==> config.mk <==
export PLATFORM = sky130hd
export DESIGN_NAME = div_ctrl
export DESIGN_NICKNAME = d
export VERILOG_FILES = /design/src/rtl/div_ctrl.sv
export SDC_FILE = /design/constraint.sdc
export NUM_CORES = 1
export LEC_CHECK = 0
export CAP_MARGIN = 20
export CORE_MARGIN = 1.5
export CORE_UTILIZATION = 34
export DETAILED_ROUTE_END_ITERATION = 8
export PLACE_DENSITY = 0.75
export SLEW_MARGIN = 20
export SYNTH_ARGS = -nofsm -noshare
export SYNTH_HDL_FRONTEND = slang
export SYNTH_SLANG_ARGS = --single-unit
export TNS_END_PERCENT = 1
==> constraint.sdc <==
create_clock -name clk -period 1.3 [get_ports clk]
set_clock_uncertainty 0.05 [all_clocks]
set_input_delay 0.195 -clock clk [delete_from_list [all_inputs] [get_ports clk]]
set_output_delay 0.195 -clock clk [all_outputs]
set_load 0.02 [all_outputs]
==> src/rtl/div_ctrl.sv <==
// Sequencing controller between EX and the iterative 32-bit divider: latches
// operands, runs the start/annul handshake, stalls EX and writes HI/LO once.
module div_ctrl #(
    parameter int CANCEL_CYCLES = 2
) (
    input  logic        clk,
    input  logic        rst,
    input  logic        ex_div_valid_i,
    input  logic        ex_signed_i,
    input  logic [31:0] ex_op1_i,
    input  logic [31:0] ex_op2_i,
    input  logic        flush_i,
    output logic        stall_o,
    output logic        hilo_we_o,
    output logic [31:0] hi_o,
    output logic [31:0] lo_o,
    output logic        div_start_o,
    output logic        div_annul_o,
    output logic        div_signed_o,
    output logic [31:0] div_op1_o,
    output logic [31:0] div_op2_o,
    input  logic [63:0] div_result_i,
    input  logic        div_ready_i
);

    localparam int CNT_W = $clog2(CANCEL_CYCLES + 1);

    typedef enum logic [1:0] {
        S_IDLE,
        S_BUSY,
        S_DONE,
        S_CANCEL
    } state_t;

    state_t           state_q, state_d;
    logic [CNT_W-1:0] cnt_q, cnt_d;
    logic             signed_q, signed_d;
    logic [31:0]      op1_q, op1_d;
    logic [31:0]      op2_q, op2_d;
    logic [31:0]      hi_q, hi_d;
    logic [31:0]      lo_q, lo_d;

    always_ff @(posedge clk) begin
        if (rst) begin
            state_q  <= S_IDLE;
            cnt_q    <= '0;
            signed_q <= 1'b0;
            op1_q    <= '0;
            op2_q    <= '0;
            hi_q     <= '0;
            lo_q     <= '0;
        end else begin
            state_q  <= state_d;
            cnt_q    <= cnt_d;
            signed_q <= signed_d;
            op1_q    <= op1_d;
            op2_q    <= op2_d;
            hi_q     <= hi_d;
            lo_q     <= lo_d;
        end
    end

    // A flush always beats both a new request and a same-cycle divider result.
    always_comb begin
        state_d  = state_q;
        cnt_d    = cnt_q;
        signed_d = signed_q;
        op1_d    = op1_q;
        op2_d    = op2_q;
        hi_d     = hi_q;
        lo_d     = lo_q;
        case (state_q)
            S_IDLE: begin
                if (ex_div_valid_i && !flush_i) begin
                    signed_d = ex_signed_i;
                    op1_d    = ex_op1_i;
                    op2_d    = ex_op2_i;
                    state_d  = S_BUSY;
                end
            end
            S_BUSY: begin
                if (flush_i) begin
                    cnt_d   = CNT_W'(CANCEL_CYCLES - 1);
                    state_d = S_CANCEL;
                end else if (div_ready_i) begin
                    hi_d    = div_result_i[63:32];
                    lo_d    = div_result_i[31:0];
                    state_d = S_DONE;
                end
            end
            S_DONE: begin
                state_d = S_IDLE;
            end
            S_CANCEL: begin
                if (cnt_q == '0) begin
                    state_d = S_IDLE;
                end else begin
                    cnt_d = cnt_q - CNT_W'(1);
                end
            end
            default: begin
                state_d = S_IDLE;
            end
        endcase
    end

    // Dropping start in DONE/CANCEL is what returns the divider to its free state.
    always_comb begin
        stall_o     = 1'b0;
        hilo_we_o   = 1'b0;
        div_start_o = 1'b0;
        div_annul_o = 1'b0;
        case (state_q)
            S_IDLE: begin
                stall_o = ex_div_valid_i && !flush_i;
            end
            S_BUSY: begin
                stall_o     = 1'b1;
                div_start_o = 1'b1;
            end
            S_DONE: begin
                hilo_we_o = !flush_i;
            end
            S_CANCEL: begin
                div_annul_o = 1'b1;
            end
            default: begin
                stall_o = 1'b0;
            end
        endcase
    end

    assign div_signed_o = signed_q;
    assign div_op1_o    = op1_q;
    assign div_op2_o    = op2_q;
    assign hi_o         = hi_q;
    assign lo_o         = lo_q;

endmodule

==> run_results.csv <==
group,metric,value,unit
logic_synthesis,synthSimpleGateAreaFrac,22.7,%
logic_synthesis,synth_fp_nets,726,
finish,instances_no_fill,1049,
timing,final-max-slew-violation-count,0,
logic_synthesis,synth.lib_cells_used.distinct,26,
timing,worst_slew_pin_slew,0.332,ns
critical_path,sum_of_buffers_and_inverters_on_the_critical_path,3,
grt,first_global_vias,4531,
critical_path,worst_r2r_endpoint,"div_op2_o[9]",
logic_synthesis,synth.yosys.seq_area_share,56.4,%
critical_path,cp-startpoint,"state_q[1]",
placed_design,port_buffers,266,
route,drt_wl_total,15.2,mm
clock_network,tritoncts,"yes",
logic_synthesis,synth-compound-area-share,14.8,%
logic_synthesis,synth_top_area_share,56.4,%
hold_path,hold_path_depth,2,
power,report.power.total,10.1,mW
critical_path,cp_data_arrival_time,1.82,ns
placed_design,placement_cell_area,0.00760,sq mm
route,postRouteAntennaNets,0,
critical_path,worst-setup-path-type,"flip-flop to flip-flop",
logic_synthesis,synthDominantAreaCellType,"dfxtp_1",
critical_path,critical_path_peak_fanout,6,
die,io_pins,267,
finish,post_route_cells_drive_above_1_share,27.1,%
critical_path,timing.rr.start,"state_q[1]",
finish,antennaDiodeCount,0,
die,fp.dieArea,0.0146,sq mm
finish,final.fill_count,1168,
route,initialDrtViolationCount,271,
logic_synthesis,synth-seq-cells,133,
critical_path,worstSetupEndpointType,"flip-flop",
critical_path,crit_top_cell,"buf_6",
die,rows,42,
route,post_drt_wl_per_cell,14.5,um
logic_synthesis,synth_most_common_cell,"nand2_1",
clock_network,cts-root-buf,"clkbuf_16",
critical_path,critical_path_s_largest_stage_delay,0.36,ns
grt,grt_first_pass_wirelength,22.3,mm
die,die_w,121,um
critical_path,worstPathCellList,"buf_6 > nor4b_4 > buf_6 > clkbuf_16 > nand2_1 > a21oi_2",
grt,antenna_found_initial,0,
grt,largest_net_degree_at_the_start_of_global_routing,62,
finish,net_count_of_the_finished_layout,997,
timing,slew_hr,77.3,%
logic_synthesis,synth-edff-count,0,
route,routed-via-count,4873,
finish,syn2layout_area_growth,78.6,%
clock_network,clock_tree.htree_level_count,4,
critical_path,crit_slowest_cell,"dfxtp_4",
hold_path,worstHoldStart,"rst",
grt,remaining_global_route_overflow,0,
logic_synthesis,postSynthAreaPerCell,7.99,sq um
critical_path,critPathCapture,"div_op2_o[9]",
timing,fin_crit_sh,117,%
finish,finalInstanceArea,0.00843,sq mm
power,power_density,1190,mW/mm^2
hold_path,min_path_type,"input pin to flip-flop",
timing,timing.setup.tns,-13.84,ns
timing,rsz0062_at_grt,"yes",
timing,timing.hold.ws,0.0927,ns
logic_synthesis,synth-xor-area-share,0,%
critical_path,worst_path_dominant_cell_family,"buffers and inverters",
route,drc,0,
logic_synthesis,post_synth_inst_count,591,
outcome,violations,"setup timing",
timing,finalCriticalPeriod,1.53,ns
placed_design,dp_worst_setup_slack,-0.587,ns
placed_design,placedCellCount,1008,
logic_synthesis,largest_family_of_logic_cells_by_synthesized_area,"simple AND/OR/NAND/NOR gates",
clock_network,insertion_delay,0.41,ns
outcome,outcome,"complete, but fails checks",
die,fp.dieH,121,um
power,worst_ir_drop_vdd,711,uV
clock_network,clk_transition_reported_paths,0.05,ns
die,initial_core_util,35.2,%
route,post_drt_via_cell_ratio,4.65,
critical_path,required,1.59,ns
logic_synthesis,yosys-mux-area-fraction,0,%
critical_path,worstSetupStartpointType,"flip-flop",
logic_synthesis,synth.yosys.warnings,0,
critical_path,worst_path_depth,6,
route,first_drt_pass_iteration_count,4,
timing,setup_slack,-0.227,ns
logic_synthesis,async_flop_share,0,%
clock_network,cts-buffers-inserted,17,
die,core_region_area,0.0134,sq mm
logic_synthesis,syn_area,0.00472,sq mm
critical_path,worst-r2r-setup-slack,-0.23,ns
timing,hold_viol,0,
logic_synthesis,prevailing_post_synth_register_cell,"dfxtp_1",
logic_synthesis,post_synthesis_adder_cell_area_fraction,0.265,%
grt,groute.usage.overall,19.5,%
logic_synthesis,synth.top_cells.by_count,"nand2_1 (259), dfxtp_1 (133), a21oi_1 (130)",
placed_design,place_congestion,0.744,
timing,setup_violations,124,
timing,top_achievable_clock_speed,0.655,GHz
run,maxCapViolCount,0,
clock_network,cts_hold_buf,0,
finish,final_core_utilization,62.9,%
clock_network,clk_path_buf_depth,2,
power,leakage,3.08,nW
critical_path,worst-r2r-cell-count,6,
clock_network,cts_sinks,133,
placed_design,dp.final_hpwl,9.66,mm
logic_synthesis,post_synth_main_area_contributors,"dfxtp_1 (56%), nand2_1 (21%), a21oi_1 (14%)",
-- how the worst min path moves through the flow --
stage,end
final,div_op1_o[16]
after global routing,div_op1_o[16]
after CTS,div_op2_o[0]
after detailed placement,div_signed_o
after global placement,div_op2_o[15]
after floorplan,div_op1_o[0]
-- metal layers --
layer | global-route usage (%) | wire, um
met5 | 0 | 0
met4 | 8.60 | 348
met3 | 6.84 | 1240
met2 | 32.3 | 7460
met1 | 22.6 | 6190
-- final cells by class --
cell class                      instances  area, sq um  share of cell area, %
Sequential cell                       133         2670                   31.7
Timing Repair Buffer                  297         3040                   36.1
Clock buffer                           25          495                   5.88
Clock inverter                          5         25.0                  0.297
Multi-Input combinational cell        409         1960                   23.3
Tap cell                              176          220                   2.61
Inverter                                4         15.0                  0.178
-- worst register-to-register path: stages (launching register included) --
cell	delay, ns
dfxtp_4	0.36
buf_6	0.12
nor4b_4	0.33
buf_6	0.24
clkbuf_16	0.18
nand2_1	0.07
a21oi_2	0.11
-- sequential cells by signal, summed over array words and instances, names as in the netlist --
name and cells:
hi_o 32, div_signed_o 1, lo_o 32, div_op2_o 32
div_op1_o 32, state_q 2, cnt_q 2
-- power breakdown --
part / internal, mW / switching [mW] / total, mW
combinational: 0.818 / 0.713 / 1.53
clock: 2.60 / 1.61 / 4.21
sequential: 4.24 / 0.0827 / 4.32
total: 7.65 / 2.41 / 10.1
-- layout by cell type (no fill, tap or decap), types with 4 or more instances in the layout --
| cell | instances |
|---|---|
| nand2_2 | 7 |
| nand2_1 | 252 |
| clkbuf_2 | 23 |
| clkbuf_16 | 21 |
| buf_12 | 8 |
| a21oi_2 | 26 |
| a21oi_1 | 104 |
| clkbuf_1 | 4 |
| clkbuf_8 | 4 |
| buf_2 | 17 |
| clkdlybuf4s15_2 | 89 |
| clkinv_2 | 5 |
| buf_4 | 12 |
| dfxtp_1 | 130 |
| clkdlybuf4s50_1 | 130 |
| buf_6 | 10 |
-- logic make-up after synthesis --
logic type / count (synthesis)
AO/OA/AOI/OAI: 137
adder cells (fa/ha/maj): 1
buffers and inverters: 49
flip-flops: 133
AND/OR/NAND/NOR: 271
-- what timing repair did --
item / 4_1_cts / 5_1_grt
cloned: 2 / 4
endpoints found under the setup margin: 264 / 173
pin swaps: 4 / 7
setup buffers: 3 / 2
gates resized for setup: 405 / 79
No activity file was read; power rests on OpenSTA's default activity.
